### src/rtl/wb_port_arbiter.sv
// wb_port_arbiter
// Shares the single register-file write port between the in-order pipeline
// writeback and the multiply/divide unit. Muldiv results wait in a small FIFO
// and drain in cycles the pipeline leaves idle. Decode-stage hazards against
// pending results are flagged. A bubble is forced when the FIFO head starves.
//
// Ports
//   clk, rst_n                   clock, asynchronous active-low reset
//   wb_we, wb_dst, wb_data       pipeline writeback request (always wins the port)
//   md_valid, md_dst, md_data    muldiv result offer
//   md_ready                     FIFO can take a muldiv result (count < DEPTH)
//   rs_addr, rt_addr             decode-stage source registers
//   hazard                       a source matches a pending muldiv write
//   wb_stall                     pipeline must present a bubble (registered)
//   rf_we, rf_dst, rf_data       registered register-file write port
module wb_port_arbiter #(
    parameter int unsigned DEPTH        = 2,
    parameter int unsigned STARVE_LIMIT = 8
) (
    input  logic        clk,
    input  logic        rst_n,
    input  logic        wb_we,
    input  logic [4:0]  wb_dst,
    input  logic [31:0] wb_data,
    input  logic        md_valid,
    output logic        md_ready,
    input  logic [4:0]  md_dst,
    input  logic [31:0] md_data,
    input  logic [4:0]  rs_addr,
    input  logic [4:0]  rt_addr,
    output logic        hazard,
    output logic        wb_stall,
    output logic        rf_we,
    output logic [4:0]  rf_dst,
    output logic [31:0] rf_data
);

    localparam int unsigned PtrW  = (DEPTH > 1) ? $clog2(DEPTH) : 1;
    localparam int unsigned CntW  = $clog2(DEPTH + 1);
    localparam logic [7:0]  Limit = 8'(STARVE_LIMIT);

    typedef enum logic [1:0] {StIdle, StPend, StForce} state_e;

    logic [4:0]       dst_q  [DEPTH];
    logic [4:0]       dst_d  [DEPTH];
    logic [31:0]      data_q [DEPTH];
    logic [31:0]      data_d [DEPTH];
    logic [DEPTH-1:0] vld_q, vld_d;
    logic [PtrW-1:0]  rd_ptr_q, rd_ptr_d;
    logic [PtrW-1:0]  wr_ptr_q, wr_ptr_d;
    logic [CntW-1:0]  count_q, count_d;
    logic [7:0]       starve_q, starve_d;
    state_e           state_q, state_d;

    logic enq;
    logic pipe_issue;
    logic head_valid;
    logic head_issue;
    logic pop;
    logic any_valid_d;

    // A same-cycle pop does not free a slot for the incoming result.
    assign md_ready   = (count_q < CntW'(DEPTH));
    // Results for r0 are accepted but dropped.
    assign enq        = md_valid && md_ready && (md_dst != 5'd0);
    assign pipe_issue = wb_we && (wb_dst != 5'd0);
    assign head_valid = (count_q != '0) && vld_q[rd_ptr_q];
    // Any wb_we owns the slot, even a write to r0.
    assign head_issue = !wb_we && head_valid;
    // Squashed heads are discarded without using the port.
    assign pop        = head_issue || ((count_q != '0) && !vld_q[rd_ptr_q]);
    assign any_valid_d = |vld_d;
    assign wb_stall   = (state_q == StForce);

    always_comb begin
        hazard = 1'b0;
        for (int i = 0; i < DEPTH; i++) begin
            if (vld_q[i] && (((rs_addr != 5'd0) && (rs_addr == dst_q[i])) ||
                             ((rt_addr != 5'd0) && (rt_addr == dst_q[i])))) begin
                hazard = 1'b1;
            end
        end
        if (enq && ((rs_addr == md_dst) || (rt_addr == md_dst))) begin
            hazard = 1'b1;
        end
    end

    always_comb begin
        dst_d    = dst_q;
        data_d   = data_q;
        vld_d    = vld_q;
        rd_ptr_d = rd_ptr_q;
        wr_ptr_d = wr_ptr_q;
        // A newer pipeline value kills every older buffered write to that register.
        if (pipe_issue) begin
            for (int i = 0; i < DEPTH; i++) begin
                if (dst_q[i] == wb_dst) begin
                    vld_d[i] = 1'b0;
                end
            end
        end
        if (pop) begin
            vld_d[rd_ptr_q] = 1'b0;
            rd_ptr_d        = rd_ptr_q + PtrW'(1);
        end
        // Never collides with the pop slot: enq needs a non-full FIFO, pop a non-empty one.
        if (enq) begin
            vld_d[wr_ptr_q]  = 1'b1;
            dst_d[wr_ptr_q]  = md_dst;
            data_d[wr_ptr_q] = md_data;
            wr_ptr_d         = wr_ptr_q + PtrW'(1);
        end
        count_d = count_q + CntW'(enq) - CntW'(pop);
    end

    always_comb begin
        starve_d = starve_q;
        state_d  = state_q;
        if (head_issue || !any_valid_d) begin
            starve_d = 8'd0;
        end else if (head_valid && wb_we && (starve_q != Limit)) begin
            starve_d = starve_q + 8'd1;
        end
        unique case (state_q)
            StIdle: begin
                if (any_valid_d) begin
                    state_d = StPend;
                end
            end
            StPend: begin
                if (!any_valid_d) begin
                    state_d = StIdle;
                end else if (starve_d == Limit) begin
                    state_d = StForce;
                end
            end
            StForce: begin
                if (!any_valid_d) begin
                    state_d = StIdle;
                end else if (head_issue) begin
                    state_d = StPend;
                end
            end
            default: state_d = StIdle;
        endcase
    end

    always_ff @(posedge clk or negedge rst_n) begin
        if (!rst_n) begin
            for (int i = 0; i < DEPTH; i++) begin
                dst_q[i]  <= 5'd0;
                data_q[i] <= 32'd0;
            end
            vld_q    <= '0;
            rd_ptr_q <= '0;
            wr_ptr_q <= '0;
            count_q  <= '0;
            starve_q <= 8'd0;
            state_q  <= StIdle;
        end else begin
            dst_q    <= dst_d;
            data_q   <= data_d;
            vld_q    <= vld_d;
            rd_ptr_q <= rd_ptr_d;
            wr_ptr_q <= wr_ptr_d;
            count_q  <= count_d;
            starve_q <= starve_d;
            state_q  <= state_d;
        end
    end

    // rf_dst/rf_data hold their last value while rf_we is low.
    always_ff @(posedge clk or negedge rst_n) begin
        if (!rst_n) begin
            rf_we   <= 1'b0;
            rf_dst  <= 5'd0;
            rf_data <= 32'd0;
        end else begin
            rf_we <= pipe_issue || head_issue;
            if (pipe_issue) begin
                rf_dst  <= wb_dst;
                rf_data <= wb_data;
            end else if (head_issue) begin
                rf_dst  <= dst_q[rd_ptr_q];
                rf_data <= data_q[rd_ptr_q];
            end
        end
    end

endmodule

### config.mk
export PLATFORM = sky130hd
export DESIGN_NAME = wb_port_arbiter
export DESIGN_NICKNAME = d
export VERILOG_FILES = /design/src/rtl/wb_port_arbiter.sv
export SDC_FILE = /design/constraint.sdc
export NUM_CORES = 1
export LEC_CHECK = 0
export ABC_AREA = 1
export CAP_MARGIN = 40
export CORE_MARGIN = 5
export CORE_UTILIZATION = 47
export DETAILED_ROUTE_END_ITERATION = 10
export HOLD_SLACK_MARGIN = 0.1
export PLACE_DENSITY = 0.77
export SYNTH_ARGS = -nofsm -noshare
export SYNTH_HDL_FRONTEND = slang
export SYNTH_SLANG_ARGS = --single-unit
### constraint.sdc
create_clock -name clk -period 1.8 [get_ports clk]
set_clock_uncertainty 0.15 [all_clocks]
set_input_delay 0.18 -clock clk [delete_from_list [all_inputs] [get_ports clk]]
set_output_delay 0.18 -clock clk [all_outputs]
set_load 0.05 [all_outputs]
* Yosys cells after proc, flatten, opt, wreduce, memory -nomap -nowiden
Index checks and enable logic that the tools add are counted.
** Storage, ports and cells
- Register bits :: 128
- Bits in latches :: 0
- Memory bits (writable) :: 0
- ROM bits :: 0
- Memories kept :: 0
** Operators by class
- $add $sub $neg :: 5
- Multiply operators :: 0
- Divide/modulo/power cells :: 0
- Order comparisons :: 8
- Equal/unequal tests :: 15
- Shift-type cells :: 0
- Mux-type cells :: 38
- Bitwise gates (word level) :: 5
- Reductions and logical operators :: 36
** Operators with widths (number)
- two-way mux 32 bit :: 6
- bitwise mux 64 bit :: 1
- == test 5 bit :: 8
- demux 32 bit (select 1 bit) :: 1
- two-way mux 5 bit :: 6
- nonzero test 5 bit :: 4
- logical AND 1 bit :: 18
- two-way mux 2 bit :: 8
- two-way mux 8 bit :: 2
- bitwise mux 10 bit :: 1
- two-way mux 1 bit :: 9
- adder 8 x 1 -> 8 bit (second input constant) :: 1
- == test 8 x 4 -> 1 bit (second input constant) :: 1
- != test 8 x 4 -> 1 bit (second input constant) :: 1
- logical OR 1 bit :: 6
- != test 3 bit (second input constant) :: 2
- case mux 2 bit (3 select lines) :: 1
- demux 5 bit (select 1 bit) :: 1
- greater-or-equal comparator 2 bit (second input constant) :: 2
- less-than comparator 1 x 2 -> 1 bit (second input constant) :: 2
- inverter 1 -> 2 bit :: 2
- nonzero test 2 bit :: 2
- zero test 1 bit :: 3
- AND reduction 3 bit :: 1
- other kinds (15) :: 18

* Logic depth before layout (Yosys ltp)
- Depth after elaboration :: 17
- Depth in mapped cells :: 15
- Depth with buffers taken out :: 15

* Worst setup path after synthesis
Ideal clock, no wire load.
- Path type :: reg2reg
- From :: reg count_q[1]
- To :: reg count_q[1]
- Data arrival time :: 1.571 ns
- Required time :: 1.508 ns
- Slack :: -0.063 ns
- Cell stages (with the launch flop) :: 9
- Path buffers :: 0
- Cells stage by stage :: dfrtp_1 or2_2 nand2_1 inv_1 ha_1 inv_1 ha_1 xnor2_1 xor2_1
** Between the ends
- Longest elaborated chain between the ends :: 5
- Elaborated cells between the ends (all ways) :: 10
** RTL lines
- from (decl) :: RTL line 51 : logic [CntW-1:0] count_q, count_d;
- from (signal assigned) :: RTL line 166 : count_q <= count_d;
- less-than comparator 2 bit or nonzero test 2 bit (tied branches) :: RTL line 63, 67, 71
- logical AND 1 bit (on tied branches) :: RTL line 65, 67
- logical AND 1 bit (on tied branches) :: RTL line 65, 69
- adder 2 x 1 -> 2 bit or logical OR 1 bit (tied branches) :: RTL line 113, 71
- subtractor 2 x 1 -> 2 bit (*) :: RTL line 113 : count_d = count_q + CntW'(enq) - CntW'(pop);
- net count_d[1] :: RTL line 51
Mark *: on every way through the listed nets, which the timed path passes. The rest lies on a longest branch.
A chain may end at the register's enable or synchronous reset.

* Worst setup path in the final report
- From :: reg dst_q[0] in the netlist's numbering
- To :: reg state_q[0]
** Between the ends
- Longest elaborated chain between the ends :: 14
- Elaborated cells between the ends (all ways) :: 19
** RTL lines
- from (decl) :: RTL line 44 : logic [4:0] dst_q [DEPTH];
- from (signal assigned) :: RTL line 161 : dst_q <= dst_d;
- == test 5 bit (*) :: RTL line 97 : if (dst_q[i] == wb_dst) begin
- two-way mux 1 bit (*) :: RTL line 97
- two-way mux 2 bit (*) :: RTL line 95 : if (pipe_issue) begin
- bitwise AND 2 bit (no line)
- two-way mux 2 bit (*) :: RTL line 102 : if (pop) begin
- OR 2 bit (no line)
- two-way mux 2 bit (*) :: RTL line 107 : if (enq) begin
- OR reduction 2 bit (*) :: RTL line 72 : assign any_valid_d = |vld_d;
- zero test 1 bit
- logical OR 1 bit :: RTL line 119 : if (head_issue || !any_valid_d) begin
- two-way mux 8 bit :: RTL line 119
- == test 8 x 4 -> 1 bit :: RTL line 133 : end else if (starve_d == Limit) begin
- != test 3 bit (no line)
- AND reduction 3 bit (no line)
- to (signal assigned) :: RTL line 159 : state_q <= StIdle;
- to (signal assigned) :: RTL line 168 : state_q <= state_d;
- to (decl) :: RTL line 53 : state_e state_q, state_d;
Mark *: on every way between the ends. The rest lies on a longest branch, timed or not.

==> metrics <==
via/cell ratio 5.270; CTS tree done; CTS Buf Count 17; failing checks setup timing; CP bufs+invs 3; Mean Syn Cell Area 8.160 sq um; final setup fails 51; Cell Pwr Density 1795 mW/mm^2; critical path class flip-flop to flip-flop; # IOs 129; Mapped Cells 780; Fmax achieved 431.7 MHz; total number of yosys warnings 0; Post-synth EDFFs 0; part of the cycle the worst path needs 128.7%; PortBufs 128; clk sinks 128; gpl congestion 0.8837; Crit. End Element flip-flop; share of layout cells above drive strength 1 27.09%; Post-Layout Inst Area 0.009751 sq mm; max_cap viols 0; global-route layer with the greatest usage met2; min cycle time layout 2.316 ns; clk root buf clkbuf_16; CORE AREA 0.01324 sq mm; Rel. slew slack 54.10%; largest net degree at the start of global routing 56; drt drc 0; Yosys reg bits 128; final core utilization 73.63%; post-route setup slack -0.5164 ns; register area share after synthesis 50.32%; Crit-path slowest cell dfrtp_1; Die Y 126.4 microns; Initial DRC Count 524; DRT antenna net count 0; Async S/R FF share, synth 100.0%; cell area after synthesis 0.006365 sq mm; CTS H-tree lvls 4; outcome finished with violations; RSZ-0062 raised after global routing yes; first-pass iteration count of the detailed router 5; Cell variety after synth 38; startpoint types flip-flop; Die X 126.4 microns; number of global-route vias before repair 6074; Worst path max stage delay 0.40 ns; Pleak 4.695 nW; Critical Path RT 1.94 ns; Final Max Slew Viols 0; Synth Flop Type dfrtp_1; Clock transition at path regs 0.06 ns; total number of vias 6277; CP max FO 7; cell area after placement 0.008356 sq mm; most frequent cell on the critical path nand2_1; initial antenna violation count 0; Arrival @ worst endpoint 2.46 ns; final hold vios 0; GR Util met2 39.17%; post-layout power 17.50 mW; worst skew pair latency 0.42 ns; pre-CTS setup slack -0.4584 ns; Max Buffers Root-to-Sink 2; met3 usage 5.591%; Worst Hold Class input pin to flip-flop; area delta synth->final 53.19%; row count 42; Max IR drop VDD 0.001200 V; total track usage 23.59%; cells along the critical path buf_6, buf_6, nand2_2, nand2_1, inv_1, nand2_1, nor2_1, nand3_1, a21oi_2, nand2_4, nand3_4, nand2_4, nor2_4, nand2_1, nand2_1, nand2_1; grt ovf 0; first-pass GRT wire length 30210 microns; syn_nets 872; die area 0.01597 sq mm; WL final 20830 microns; Initial Utilization 48.06%; kind of cell adding the most delay to the critical path simple AND/OR/NAND/NOR gates; Final Net Count 1094; final routed wire length divided by cell count 17.49 microns; Tightest Pin Transition 0.6863 ns; # diodes 0; met1 Use GR 29.87%; post-DP HPWL 12220 microns
## placed cells by master, fill, tap and decap left out, drive strengths merged
cell type / count
dlygate4sd3: 2
a31oi: 2
a211o: 1
nor2: 66
xnor2: 17
clkbuf: 20
nand2: 256
dfrtp: 128
o211ai: 12
ha: 4
o22ai: 1
nor3: 3
o221ai: 2
a21oi: 3
nor3b: 1
nand3: 20
inv: 71
clkinv: 6
xor2: 22
bufinv: 4
clkdlybuf4s50: 86
a221oi: 4
mux2i: 12
or2: 3
nand4: 6
o21ai: 109
o31ai: 1
buf: 148
clkinvlp: 1
nor4: 4
## where the power goes
group	switching, mW	internal [mW]	leakage [nW]
clock network	1.38	2.34	0.310
logic	5.27	3.55	2.80
registers	0.818	4.15	1.58
## state kept, by name, indices dropped and copies added, names as in the netlist, 2 cells and up
| signal | count |
|---|---|
| state_q | 2 |
| vld_q | 2 |
| dst_q | 10 |
| count_q | 2 |
| starve_q | 8 |
| rf_dst | 5 |
| rf_data | 32 |
| data_q | 64 |
## per-layer routing
metal  share of wire (%)  up-vias
met4                 3.9        0
met5                   0        -
met1                  40     2991
met2                  49      262
li1                    -     2950
met3                 6.9       74
## metrics by stage
step                      hold slack (ns)  setup TNS, ns  instances
after floorplan                   -0.2656       -0.01228        780
after global placement           -0.07288         -19.53       1131
after detailed placement         -0.07296         -22.48       1131
after CTS                          0.1580        -0.9080       1178
after global routing               0.1931         -11.06       1191
final                              0.1655         -7.822       1191
## area by class of cell
cell class	instances	area, sq um
Fill cell	933	3492
Multi-Input combinational cell	549	3123
Clock inverter	15	206.4
Inverter	67	267.8
Tap cell	176	220.2
Timing Repair Buffer	239	2301
Clock buffer	17	425.4
Sequential cell	128	3207
## logic make-up (layout without fill, tap and decap cells)
group | Yosys count | after routing | share of synthesized area [%]
compound gates | 135 | 135 | 11.89
xor+xnor | 39 | 39 | 5.485
fa+ha+maj | 4 | 4 | 0.7863
buf+inv | 103 | 338 | 6.487
flops | 128 | 128 | 50.32
mux | 12 | 12 | 1.887
simple gates | 359 | 359 | 23.14
## worst paths after layout
| kind | cells past startpoint | slack [ns] | to | start |
|---|---|---|---|---|
| worst min register to register | 2 | 0.32 | data_q[49] | data_q[49] |
| worst max-delay path | 16 | -0.52 | state_q[0] | dst_q[0] |
| min in group asynchronous | 3 | 0.18 | rf_data[3] | rst_n |
| worst min-delay path | 3 | 0.17 | data_q[21] | md_data[21] |
| max in group asynchronous | 3 | 0.21 | data_q[35] | rst_n |
| worst max register to register | 16 | -0.52 | state_q[0] | dst_q[0] |
## worst reg2reg max path: stages (launching register included)
cell	delay, ns
dfrtp_1	0.40
buf_6	0.13
buf_6	0.12
nand2_2	0.04
nand2_1	0.07
inv_1	0.07
nand2_1	0.05
nor2_1	0.12
nand3_1	0.12
a21oi_2	0.25
nand2_4	0.16
nand3_4	0.14
nand2_4	0.07
nor2_4	0.12
nand2_1	0.06
nand2_1	0.07
nand2_1	0.07
## cell usage after synthesis (3+ instances only)
library cell,count,area [sq um]
xor2_1,21,183.9
nand3_2,3,30.03
o211ai_1,12,90.09
nand2_2,4,25.02
nand2_1,251,942.2
buf_2,8,40.04
nor2_1,61,229.0
clkbuf_1,26,97.59
mux2i_1,12,120.1
ha_1,4,50.05
or2_2,3,18.77
xnor2_1,17,148.9
nand4_1,6,37.54
dfrtp_1,128,3203
a221oi_1,4,35.03
inv_1,64,240.2
nor4_1,4,25.02
nor2_2,3,18.77
nand3_1,17,85.08
o21ai_0,107,535.5
## what timing repair did
item | in CTS | in global routing
hold endpoints to repair | 128 | 0
gates cloned | 0 | 4
setup buffers | 13 | 17
endpoints found under the setup margin | 23 | 84
resized for setup | 37 | 108
pin swaps | 12 | 44
hold buffers | 2 | 0
Note: power is estimated with default switching activity, not from simulation.
==> patch, RTL diff (same settings) <==
The 3 states of `state_e` get a one-hot encoding in 3 bits.
--- a/src/rtl/wb_port_arbiter.sv
+++ b/src/rtl/wb_port_arbiter.sv
@@ -39,7 +39,7 @@
     localparam int unsigned CntW  = $clog2(DEPTH + 1);
     localparam logic [7:0]  Limit = 8'(STARVE_LIMIT);
 
-    typedef enum logic [1:0] {StIdle, StPend, StForce} state_e;
+    typedef enum logic [2:0] {StIdle = 3'b001, StPend = 3'b010, StForce = 3'b100} state_e;
 
     logic [4:0]       dst_q  [DEPTH];
     logic [4:0]       dst_d  [DEPTH];
Formal check against the unedited RTL: same outputs for any inputs over 4 cycles, from zero or initial values and one cycle with rst_n low; so few cycles prove little.
==> patch against the original RTL <==
- the flow still finishes with violations (setup timing)
- total power down 0.19%
- sequential cell count up 1
- via count up 0.81%
- register-to-register slack better by 0.14 ns
- cell area up 0.64%
- wire length down 2.1%
- setup slack better by 0.033 ns
- hold slack worse by 0.073 ns
- synthesized area up 0.35%
==> patch: results (changes against the original RTL) <==
[cells_and_area]
seq_share=0.329  ; about the same
fin_nets=1101  ; was 1094
nFillCells=918  ; was 933
nonClkBufAreaFrac=0.237  ; was 0.236
drive_above_1_share=0.283  ; was 0.271
multi_input_comb_cells=565  ; was 549
nNonClkInverters=62  ; was 67
register_area_um2=3230  ; was 3210 µm²
seq_cell_count=129  ; was 128

[timing]
tightestPinTransition_ns=0.505  ; was 0.686 ns
setup_viol=47  ; was 51
setup_ws_ns=-0.484  ; was -0.516 ns

[routing]
via_per_inst=5.28  ; was 5.27
wirelength_um=20400  ; was 20800 µm
wl_met3_um=1270  ; was 1440 µm
drt_iter0_markers=520  ; was 524

[synthesis]
syn_inst=790  ; was 780
mappedNetlistNets=882  ; was 872
yosys-top-cells-area=dfrtp_1 (50%), nand2_1 (16%), o21ai_0 (8.2%)  ; was dfrtp_1 (50%), nand2_1 (15%), o21ai_0 (8.4%)
synth_xor_area_frac=0.0562  ; was 0.0548
synth_compound_area_frac=0.115  ; was 0.119
seq_area_frac_synth=0.506  ; was 0.503
synth_cell_types=36  ; was 38

[global_route]
grt_use_met1=0.291  ; was 0.299
grt_usage=0.229  ; was 0.236
met3_usage=0.0513  ; was 0.0559
grt_max_degree=45  ; was 56
grt_pass1_wl_um=29700  ; was 30200 µm

[placement]
dp_hpwl_um=12200  ; about the same
gp_congestion=0.864  ; was 0.884

[pwr]
p_comb_mw=8.93  ; was 8.82 mW
power.leakage_nw=4.71  ; was 4.70 nW

[critical_path]
slowest_delay_ns=0.54  ; was 0.40 ns
crit_end=hazard  ; was state_q[0]$_DFFE_PN0P_
worstPathMaxFanout=4  ; was 7
r2r_slack_ns=-0.38  ; was -0.52 ns

[status]
status=finished, violations left  ; unchanged
violations=setup timing  ; unchanged

[patch: cell count changes after synthesis, sizes merged, moves of 2 or more]
| cell | delta |
|---|---|
| xnor2 | +3 |
| nand2 | +10 |
| mux2i | -2 |
| inv | -4 |
| clkbuf | -3 |
| o211ai | -2 |
| a211oi | +2 |
| nor3 | +4 |
| nand4 | +3 |
| nor2 | +6 |
| nand3 | -3 |
| buf | +3 |
| a221oi | -3 |
[patch: metrics by stage]
step           hold WS [ns]  worst slack [ns]  total power, mW
5_1_grt               0.128            -0.556             18.4
6_report             0.0922            -0.484             17.5
2_1_floorplan        -0.266           0.00196             9.50
4_1_cts               0.103            -0.365             16.1
3_5_place_dp       -0.00551            -0.445             12.2
3_3_place_gp        -0.0119            -0.378             12.0
[patch: logic make-up after synthesis]
logic type               Yosys count
flip-flops                       129
multiplexers                      10
XOR/XNOR                          41
AND/OR/NAND/NOR                  376
AO/OA/AOI/OAI                    132
adder cells (fa/ha/maj)            4
buffers and inverters             98
